<file path="config.mk">
export PLATFORM = sky130hd
export DESIGN_NAME = alu_share_arbiter_flat
export DESIGN_NICKNAME = d
export VERILOG_FILES = /design/src/rtl/alu_pkg.sv /design/src/rtl/alu_share_arbiter_if.sv /design/src/rtl/alu.sv /design/src/rtl/rr_arbiter.sv /design/src/rtl/alu_share_arbiter.sv /design/src/flat_wrapper.sv
export SDC_FILE = /design/constraint.sdc
export NUM_CORES = 1
export LEC_CHECK = 0
export BUFFER_PORTS_ARGS = -buffer_cell sky130_fd_sc_hd__buf_4
export CAP_MARGIN = 15
export CORE_UTILIZATION = 33
export DETAILED_ROUTE_END_ITERATION = 10
export PLACE_DENSITY = 0.66
export SYNTH_ARGS = -nofsm -noshare
export SYNTH_HDL_FRONTEND = slang
export SYNTH_SLANG_ARGS = --single-unit
</file>
<file path="constraint.sdc">
create_clock -name clk -period 8.6 [get_ports clk]
set_input_delay 0.86 -clock clk [delete_from_list [all_inputs] [get_ports clk]]
set_output_delay 0.86 -clock clk [all_outputs]
set_load 0.01 [all_outputs]
</file>
<file path="src/rtl/alu_pkg.sv">
// Shared types for the shared-ALU arbiter: opcodes, arbiter FSM states and ALU flag bundle.
package alu_pkg;

    localparam logic [3:0] OP_ADD = 4'h0;
    localparam logic [3:0] OP_SUB = 4'h1;

    typedef enum logic [1:0] {
        IDLE = 2'd0,
        EXEC = 2'd1,
        RESP = 2'd2
    } state_e;

    typedef struct packed {
        logic carry;
        logic overflow;
        logic zero;
        logic negative;
    } alu_flags_t;

endpackage

</file>
<file path="src/rtl/alu_share_arbiter_if.sv">
// Request/response bundle between NREQ issue-side requesters, the response consumer and the arbiter.
interface alu_share_arbiter_if #(
    parameter int WIDTH = 32,
    parameter int NREQ  = 4
);
    localparam int IDW = $clog2(NREQ);

    logic [NREQ-1:0]       req_valid;
    logic [NREQ-1:0]       req_ready;
    logic [NREQ*WIDTH-1:0] req_a;
    logic [NREQ*WIDTH-1:0] req_b;
    logic [NREQ*4-1:0]     req_op;
    logic                  rsp_valid;
    logic                  rsp_ready;
    logic [IDW-1:0]        rsp_id;
    logic [WIDTH-1:0]      rsp_y;
    logic                  rsp_carry;
    logic                  rsp_overflow;
    logic                  rsp_zero;
    logic                  rsp_negative;
    logic                  busy;

    modport slave (
        input  req_valid, req_a, req_b, req_op, rsp_ready,
        output req_ready, rsp_valid, rsp_id, rsp_y,
               rsp_carry, rsp_overflow, rsp_zero, rsp_negative, busy
    );

    modport master (
        output req_valid, req_a, req_b, req_op, rsp_ready,
        input  req_ready, rsp_valid, rsp_id, rsp_y,
               rsp_carry, rsp_overflow, rsp_zero, rsp_negative, busy
    );

endinterface

</file>
<file path="src/rtl/alu.sv">
// Combinational ADD/SUB unit; unknown opcodes give a zero result with carry/overflow cleared.
module alu
    import alu_pkg::*;
#(
    parameter int WIDTH = 32
) (
    input  logic [WIDTH-1:0] a,
    input  logic [WIDTH-1:0] b,
    input  logic [3:0]       op,
    output logic [WIDTH-1:0] y,
    output alu_flags_t       flags
);
    logic [WIDTH:0] ext;

    always_comb begin
        ext   = '0;
        y     = '0;
        flags = '0;
        case (op)
            OP_ADD: begin
                ext            = {1'b0, a} + {1'b0, b};
                y              = ext[WIDTH-1:0];
                flags.carry    = ext[WIDTH];
                flags.overflow = (a[WIDTH-1] == b[WIDTH-1]) && (y[WIDTH-1] != a[WIDTH-1]);
            end
            OP_SUB: begin
                // carry is the inverted borrow: set when a >= b unsigned
                ext            = {1'b0, a} + {1'b0, ~b} + (WIDTH+1)'(1);
                y              = ext[WIDTH-1:0];
                flags.carry    = ext[WIDTH];
                flags.overflow = (a[WIDTH-1] != b[WIDTH-1]) && (y[WIDTH-1] != a[WIDTH-1]);
            end
            default: ;
        endcase
        flags.zero     = (y == '0);
        flags.negative = y[WIDTH-1];
    end

endmodule

</file>
<file path="src/rtl/rr_arbiter.sv">
// Combinational round-robin picker: first set req bit at or above ptr, wrapping modulo NREQ.
module rr_arbiter #(
    parameter int NREQ = 4,
    parameter int IDW  = $clog2(NREQ)
) (
    input  logic [NREQ-1:0] req,
    input  logic [IDW-1:0]  ptr,
    input  logic            en,
    output logic [NREQ-1:0] gnt,
    output logic [IDW-1:0]  gnt_id
);
    logic [IDW-1:0] slot [NREQ];
    logic           found;

    // slot[k] is the requester index examined at search position k
    generate
        for (genvar gi = 0; gi < NREQ; gi++) begin : g_slot
            logic [IDW:0] raw;
            assign raw      = {1'b0, ptr} + (IDW+1)'(gi);
            assign slot[gi] = (raw >= (IDW+1)'(NREQ)) ? IDW'(raw - (IDW+1)'(NREQ))
                                                      : raw[IDW-1:0];
        end
    endgenerate

    always_comb begin
        gnt    = '0;
        gnt_id = '0;
        found  = 1'b0;
        for (int k = 0; k < NREQ; k++) begin
            if (en && !found && req[slot[k]]) begin
                found       = 1'b1;
                gnt[slot[k]] = 1'b1;
                gnt_id      = slot[k];
            end
        end
    end

endmodule

</file>
<file path="src/rtl/alu_share_arbiter.sv">
// Round-robin sharing of one ALU among NREQ requesters with a held valid/ready response.
// Optional per-requester saturating grant counters on perf_grants when ALU_SHARE_ARB_PERF_EN is defined.
module alu_share_arbiter
    import alu_pkg::*;
#(
    parameter int WIDTH = 32,
    parameter int NREQ  = 4
) (
    input  logic               clk,
    input  logic               rst_n,
    alu_share_arbiter_if.slave bus
`ifdef ALU_SHARE_ARB_PERF_EN
    ,
    output logic [NREQ*16-1:0] perf_grants
`endif
);
    localparam int IDW = $clog2(NREQ);

    state_e           state_q, state_d;
    logic [IDW-1:0]   rr_ptr_q, rr_ptr_d;
    logic [WIDTH-1:0] a_q, b_q;
    logic [3:0]       op_q;
    logic [IDW-1:0]   id_q;
    logic [WIDTH-1:0] rsp_y_q;
    alu_flags_t       flags_q;
    logic [IDW-1:0]   rsp_id_q;

    logic [NREQ-1:0]  gnt;
    logic [IDW-1:0]   gnt_id;
    logic             arb_en;
    logic             accept;
    logic [WIDTH-1:0] alu_y;
    alu_flags_t       alu_flags;

    // rst_n gates the grant so req_ready stays low while reset is asserted
    assign arb_en = (state_q == IDLE) && rst_n;
    assign accept = |gnt;

    rr_arbiter #(.NREQ(NREQ), .IDW(IDW)) u_rr (
        .req    (bus.req_valid),
        .ptr    (rr_ptr_q),
        .en     (arb_en),
        .gnt    (gnt),
        .gnt_id (gnt_id)
    );

    alu #(.WIDTH(WIDTH)) u_alu (
        .a     (a_q),
        .b     (b_q),
        .op    (op_q),
        .y     (alu_y),
        .flags (alu_flags)
    );

    always_comb begin
        state_d  = state_q;
        rr_ptr_d = rr_ptr_q;
        case (state_q)
            IDLE: begin
                if (accept) begin
                    state_d  = EXEC;
                    rr_ptr_d = (gnt_id == IDW'(NREQ-1)) ? '0 : gnt_id + 1'b1;
                end
            end
            EXEC:    state_d = RESP;
            RESP:    if (bus.rsp_ready) state_d = IDLE;
            default: state_d = IDLE;
        endcase
    end

    always_ff @(posedge clk or negedge rst_n) begin
        if (!rst_n) begin
            state_q  <= IDLE;
            rr_ptr_q <= '0;
            a_q      <= '0;
            b_q      <= '0;
            op_q     <= '0;
            id_q     <= '0;
            rsp_y_q  <= '0;
            flags_q  <= '0;
            rsp_id_q <= '0;
        end else begin
            state_q  <= state_d;
            rr_ptr_q <= rr_ptr_d;
            if (accept) begin
                a_q  <= bus.req_a[gnt_id*WIDTH +: WIDTH];
                b_q  <= bus.req_b[gnt_id*WIDTH +: WIDTH];
                op_q <= bus.req_op[gnt_id*4 +: 4];
                id_q <= gnt_id;
            end
            if (state_q == EXEC) begin
                rsp_y_q  <= alu_y;
                flags_q  <= alu_flags;
                rsp_id_q <= id_q;
            end
        end
    end

    assign bus.req_ready    = gnt;
    assign bus.rsp_valid    = (state_q == RESP);
    assign bus.busy         = (state_q != IDLE);
    assign bus.rsp_id       = rsp_id_q;
    assign bus.rsp_y        = rsp_y_q;
    assign bus.rsp_carry    = flags_q.carry;
    assign bus.rsp_overflow = flags_q.overflow;
    assign bus.rsp_zero     = flags_q.zero;
    assign bus.rsp_negative = flags_q.negative;

`ifdef ALU_SHARE_ARB_PERF_EN
    generate
        for (genvar gi = 0; gi < NREQ; gi++) begin : g_perf
            logic [15:0] cnt_q;
            always_ff @(posedge clk or negedge rst_n) begin
                if (!rst_n) begin
                    cnt_q <= '0;
                end else if (gnt[gi] && (cnt_q != 16'hFFFF)) begin
                    cnt_q <= cnt_q + 16'd1;
                end
            end
            assign perf_grants[gi*16 +: 16] = cnt_q;
        end
    endgenerate
`endif

endmodule

</file>
<file path="src/flat_wrapper.sv">
// flat-port wrapper written by rule: the top's interface ports become plain ports
module alu_share_arbiter_flat import alu_pkg::*;
#(
    parameter int WIDTH = 32,
    parameter int NREQ  = 4
)
  (clk, rst_n, bus_req_valid, bus_req_a, bus_req_b, bus_req_op, bus_rsp_ready, bus_req_ready, bus_rsp_valid, bus_rsp_id, bus_rsp_y, bus_rsp_carry, bus_rsp_overflow, bus_rsp_zero, bus_rsp_negative, bus_busy);
  alu_share_arbiter_if #(.WIDTH(WIDTH), .NREQ(NREQ)) bus_i ();
  input  logic clk;
  input  logic rst_n;
  input wire logic [$bits(bus_i.req_valid)-1:0] bus_req_valid;
  input wire logic [$bits(bus_i.req_a)-1:0] bus_req_a;
  input wire logic [$bits(bus_i.req_b)-1:0] bus_req_b;
  input wire logic [$bits(bus_i.req_op)-1:0] bus_req_op;
  input wire logic [$bits(bus_i.rsp_ready)-1:0] bus_rsp_ready;
  output wire logic [$bits(bus_i.req_ready)-1:0] bus_req_ready;
  output wire logic [$bits(bus_i.rsp_valid)-1:0] bus_rsp_valid;
  output wire logic [$bits(bus_i.rsp_id)-1:0] bus_rsp_id;
  output wire logic [$bits(bus_i.rsp_y)-1:0] bus_rsp_y;
  output wire logic [$bits(bus_i.rsp_carry)-1:0] bus_rsp_carry;
  output wire logic [$bits(bus_i.rsp_overflow)-1:0] bus_rsp_overflow;
  output wire logic [$bits(bus_i.rsp_zero)-1:0] bus_rsp_zero;
  output wire logic [$bits(bus_i.rsp_negative)-1:0] bus_rsp_negative;
  output wire logic [$bits(bus_i.busy)-1:0] bus_busy;
  assign bus_i.req_valid = bus_req_valid;
  assign bus_i.req_a = bus_req_a;
  assign bus_i.req_b = bus_req_b;
  assign bus_i.req_op = bus_req_op;
  assign bus_i.rsp_ready = bus_rsp_ready;
  assign bus_req_ready = bus_i.req_ready;
  assign bus_rsp_valid = bus_i.rsp_valid;
  assign bus_rsp_id = bus_i.rsp_id;
  assign bus_rsp_y = bus_i.rsp_y;
  assign bus_rsp_carry = bus_i.rsp_carry;
  assign bus_rsp_overflow = bus_i.rsp_overflow;
  assign bus_rsp_zero = bus_i.rsp_zero;
  assign bus_rsp_negative = bus_i.rsp_negative;
  assign bus_busy = bus_i.busy;
  alu_share_arbiter #(.WIDTH(WIDTH), .NREQ(NREQ)) u_core (.clk(clk), .rst_n(rst_n), .bus(bus_i));
endmodule
</file>
==> impl_metrics.json <==
{
  "p_seq_share_pct": 16.6,
  "p_comb_share_pct": 75.9,
  "die_x_um": 181.8,
  "static-leakage-power_nw": 6.491,
  "clk_pin_slew_worst_paths_ns": 0.08,
  "drt-initial-drc-count": 894,
  "ys_ff_latch": 111,
  "grt_pass1_vias": 10850,
  "fp.dieArea_sq_mm": 0.03305,
  "dr.pass1.iters": 5,
  "grt_pass1_wl_um": 61480,
  "cts_buffers": 9,
  "drive_gt1_share_pct": 22.80,
  "drv_cap": 0,
  "crit_type": "reg -> reg",
  "synth_cell_type_count": 88,
  "start_kind": "flop",
  "cts_tree": "built",
  "yosysSeqAreaShare_pct": 26.04,
  "initial_utilization_pct": 33.63,
  "maxSlewHeadroom_pct": 34.44,
  "layout_min_cycle_time_ns": 4.488,
  "syn-num-nets": 1879,
  "fin_nets": 2119,
  "crit_chain": "inv_1, ha_1, mux4_2, nor2b_1, mux2i_1, o22a_4, buf_4, nand2_1, nand3_1, o211ai_1, o21ai_1",
  "vias": 11650,
  "cts.sinks": 111,
  "cts_root_buffer": "clkbuf_16",
  "cts_hold_buf": 0,
  "hold_viol_final": 0,
  "final_core_utilization_pct": 42.68,
  "overflow": 0,
  "cp_data_required_time_ns": 8.89,
  "skew_ns": 0.01245,
  "setup_viol": 0,
  "area_growth_pct": 26.91,
  "period_share_pct": 52.19,
  "grt_max_degree": 104,
  "vdd_drop_max_mv": 0.2374,
  "wirelength_um": 39230,
  "multi_input_area_sq_mm": 0.007161,
  "cts.repair.resized": 0,
  "fill_cells": 3356,
  "synth-main-ff-cell": "dfrtp_1",
  "postCtsSetupRepairBufs": 0,
  "port_buffers": 322,
  "clk_latency_ns": 0.37,
  "internal_power_mw": 2.620,
  "switchingPower_mw": 3.300,
  "avgViaCountPerCell": 5.356,
  "grt_usage_pct": 23.61,
  "cpPeakStageDelay_ns": 0.79,
  "tns_ns": 0,
  "synth.avg_cell_area_sq_um": 6.986,
  "crit_path_top_delay_cell": "buf_4",
  "drc_errors": 0,
  "timing.fmax_mhz": 222.8,
  "gp_congestion": 0.9647,
  "synthArstFlopShare_pct": 100.0,
  "clkPwrFrac_pct": 7.5,
  "p_per_area_mw_per_mm2": 437.3,
  "critPathCaptureType": "flop",
  "core_area_sq_mm": 0.03172,
  "synth_warnings": 0,
  "hold_path_class": "reg -> reg",
  "regArea_sq_mm": 0.002778,
  "post_drt_wl_per_cell_um": 18.04,
  "worstPathArrival_ns": 4.78,
  "syn_area_sq_mm": 0.01067,
  "place_inst": 2158,
  "slew_violations": 0,
  "row_count": 65,
  "fin_cells": 2175,
  "worst_pin_slew_ns": 0.9834,
  "rsz0062_at_grt": "false",
  "hpwl_um": 30790,
  "ioPinCount": 323,
  "synth-edff-count": 0,
  "cts_max_level": 3,
  "clockBufferDepth": 2,
  "synthCells": 1527,
  "p_sw_share_pct": 55.75,
  "ant_nets": 0,
  "antenna_found_initial": 1,
  "outcome": "finished clean",
  "die_h_um": 181.8,
  "crit_fanout": 98
}
-- critical path: cells and delay by family (launching register included) --
kind            cells  cell delay (ns)
compound gates      3             0.81
simple gates        3             0.44
mux                 2             0.92
fa+ha+maj           1             0.56
flops               1             0.63
buf+inv             2             0.95
-- state kept, by name, indices dropped and copies added (netlist names), named ones only --
register and flops:
u_core.a_q 32, u_core.bus.rsp_overflow 1, u_core.bus.rsp_negative 1, u_core.bus.rsp_carry 1
u_core.id_q 2, u_core.bus.rsp_y 31, u_core.b_q 32, u_core.bus.rsp_id 2
u_core.op_q 4, u_core.bus.rsp_zero 1, u_core.state_q 2, u_core.rr_ptr_q 1
-- cell usage after synthesis, types with 4 or more instances --
| library cell | instances | area share [%] |
|---|---|---|
| nand4_1 | 11 | 0.65 |
| clkbuf_1 | 51 | 1.8 |
| inv_1 | 63 | 2.2 |
| ha_1 | 71 | 8.3 |
| and3_1 | 4 | 0.23 |
| o22ai_1 | 6 | 0.35 |
| or3_1 | 4 | 0.23 |
| o2111ai_1 | 4 | 0.33 |
| nor2_1 | 63 | 2.2 |
| nand2b_1 | 8 | 0.47 |
| o21ai_2 | 9 | 0.74 |
| nor4_1 | 5 | 0.29 |
| buf_4 | 7 | 0.49 |
| nand2_1 | 463 | 16 |
| a21o_1 | 13 | 0.91 |
| buf_2 | 36 | 1.7 |
| mux2i_1 | 12 | 1.1 |
| o21ai_1 | 99 | 4.6 |
| a211oi_1 | 9 | 0.63 |
| nand3b_1 | 5 | 0.35 |
| nor3b_1 | 5 | 0.35 |
| dfrtp_1 | 111 | 26 |
| o21bai_1 | 10 | 0.70 |
| nor2b_1 | 15 | 0.88 |
| mux2_2 | 4 | 0.42 |
| a22oi_1 | 8 | 0.56 |
| xnor2_1 | 24 | 2.0 |
| a22o_1 | 4 | 0.33 |
| o21ai_0 | 56 | 2.6 |
| and4_1 | 4 | 0.33 |
| nor3_1 | 22 | 1.0 |
| o211ai_1 | 38 | 2.7 |
| o31ai_1 | 20 | 1.4 |
| and2_1 | 6 | 0.35 |
| buf_6 | 4 | 0.42 |
| xor2_1 | 6 | 0.49 |
| inv_2 | 9 | 0.32 |
| buf_1 | 6 | 0.21 |
| a21oi_1 | 68 | 3.2 |
| nand3_1 | 80 | 3.8 |
| a31oi_1 | 15 | 0.88 |
-- placed cells by master, fill, tap and decap left out, drive strengths merged, types with 24 or more instances in the layout --
cell type | synthesis | final
nand2 | 463 | 463
dfrtp | 111 | 111
o21ai | 164 | 164
xnor2 | 24 | 24
nand3 | 80 | 80
nor2 | 65 | 65
inv | 73 | 74
ha | 71 | 71
buf | 53 | 333
a21oi | 69 | 69
o211ai | 38 | 38
-- layer usage --
| metal | track usage (%) | vias up | wire, um |
|---|---|---|---|
| met5 | 0 | - | 0 |
| met4 | 7.695 | 0 | 866 |
| met3 | 2.547 | 45 | 2397 |
| met2 | 36.49 | 440 | 17500 |
| met1 | 34.14 | 5423 | 18470 |
| li1 | - | 5741 | - |
-- power by group through the flow --
| stage | logic [mW] | clock network, mW | registers [mW] |
|---|---|---|---|
| final | 4.49 | 0.442 | 0.985 |
| after global routing | 4.98 | 0.474 | 1.02 |
| after CTS | 4.46 | 0.454 | 0.987 |
| after detailed placement | 4.44 | 0 | 0.998 |
| after global placement | 4.42 | 0 | 0.990 |
| after floorplan | 3.23 | 0 | 0.951 |
-- logic make-up after synthesis --
logic type,synth area share (%)
buf+inv,7.272
compound gates,23.97
mux,2.182
xor+xnor,2.463
fa+ha+maj,8.703
flops,26.04
simple gates,29.37
-- worst paths after layout --
kind | start | endpoint | slack (ns) | cells past startpoint
min in group asynchronous | rst_n | u_core.op_q[0]$_DFFE_PN0P_ | 0.52 | 1
worst min-delay path | u_core.bus.rsp_y[30]$_DFFE_PN0N_ | u_core.bus.rsp_y[30]$_DFFE_PN0N_ | 0.48 | 2
max in group asynchronous | rst_n | u_core.b_q[10]$_DFFE_PN0P_ | 6.74 | 2
worst min register to register | u_core.bus.rsp_y[30]$_DFFE_PN0N_ | u_core.bus.rsp_y[30]$_DFFE_PN0N_ | 0.48 | 2
worst max-delay path | flop | u_core.b_q[1]$_DFFE_PN0P_ | 4.11 | 11
worst max register to register | flop | u_core.b_q[1]$_DFFE_PN0P_ | 4.11 | 11
-- through the flow --
step                cell area (sq um)  worst slack [ns]  total power, mW  hold slack, ns
detailed placement              13240             4.132            5.434          0.4724
CTS                             13540             4.094            5.898          0.4905
global placement                13240             4.240            5.412          0.4654
floorplan                       10670             5.429            4.185          0.4701
finish                          13540             4.112            5.920          0.4807
global route                    13540             3.702            6.472          0.5092
-- final cells by class --
| class | instances | share of cell area, % |
|---|---|---|
| Multi-Input combinational cell | 1237 | 52.89 |
| Inverter | 75 | 2.098 |
| Clock buffer | 9 | 1.664 |
| Sequential cell | 111 | 20.52 |
| Clock inverter | 7 | 0.5360 |
| Timing Repair Buffer | 333 | 18.56 |
| Antenna cell | 1 | 0.01848 |
| Tap cell | 402 | 3.715 |
Power figures use the tool's default switching activity.
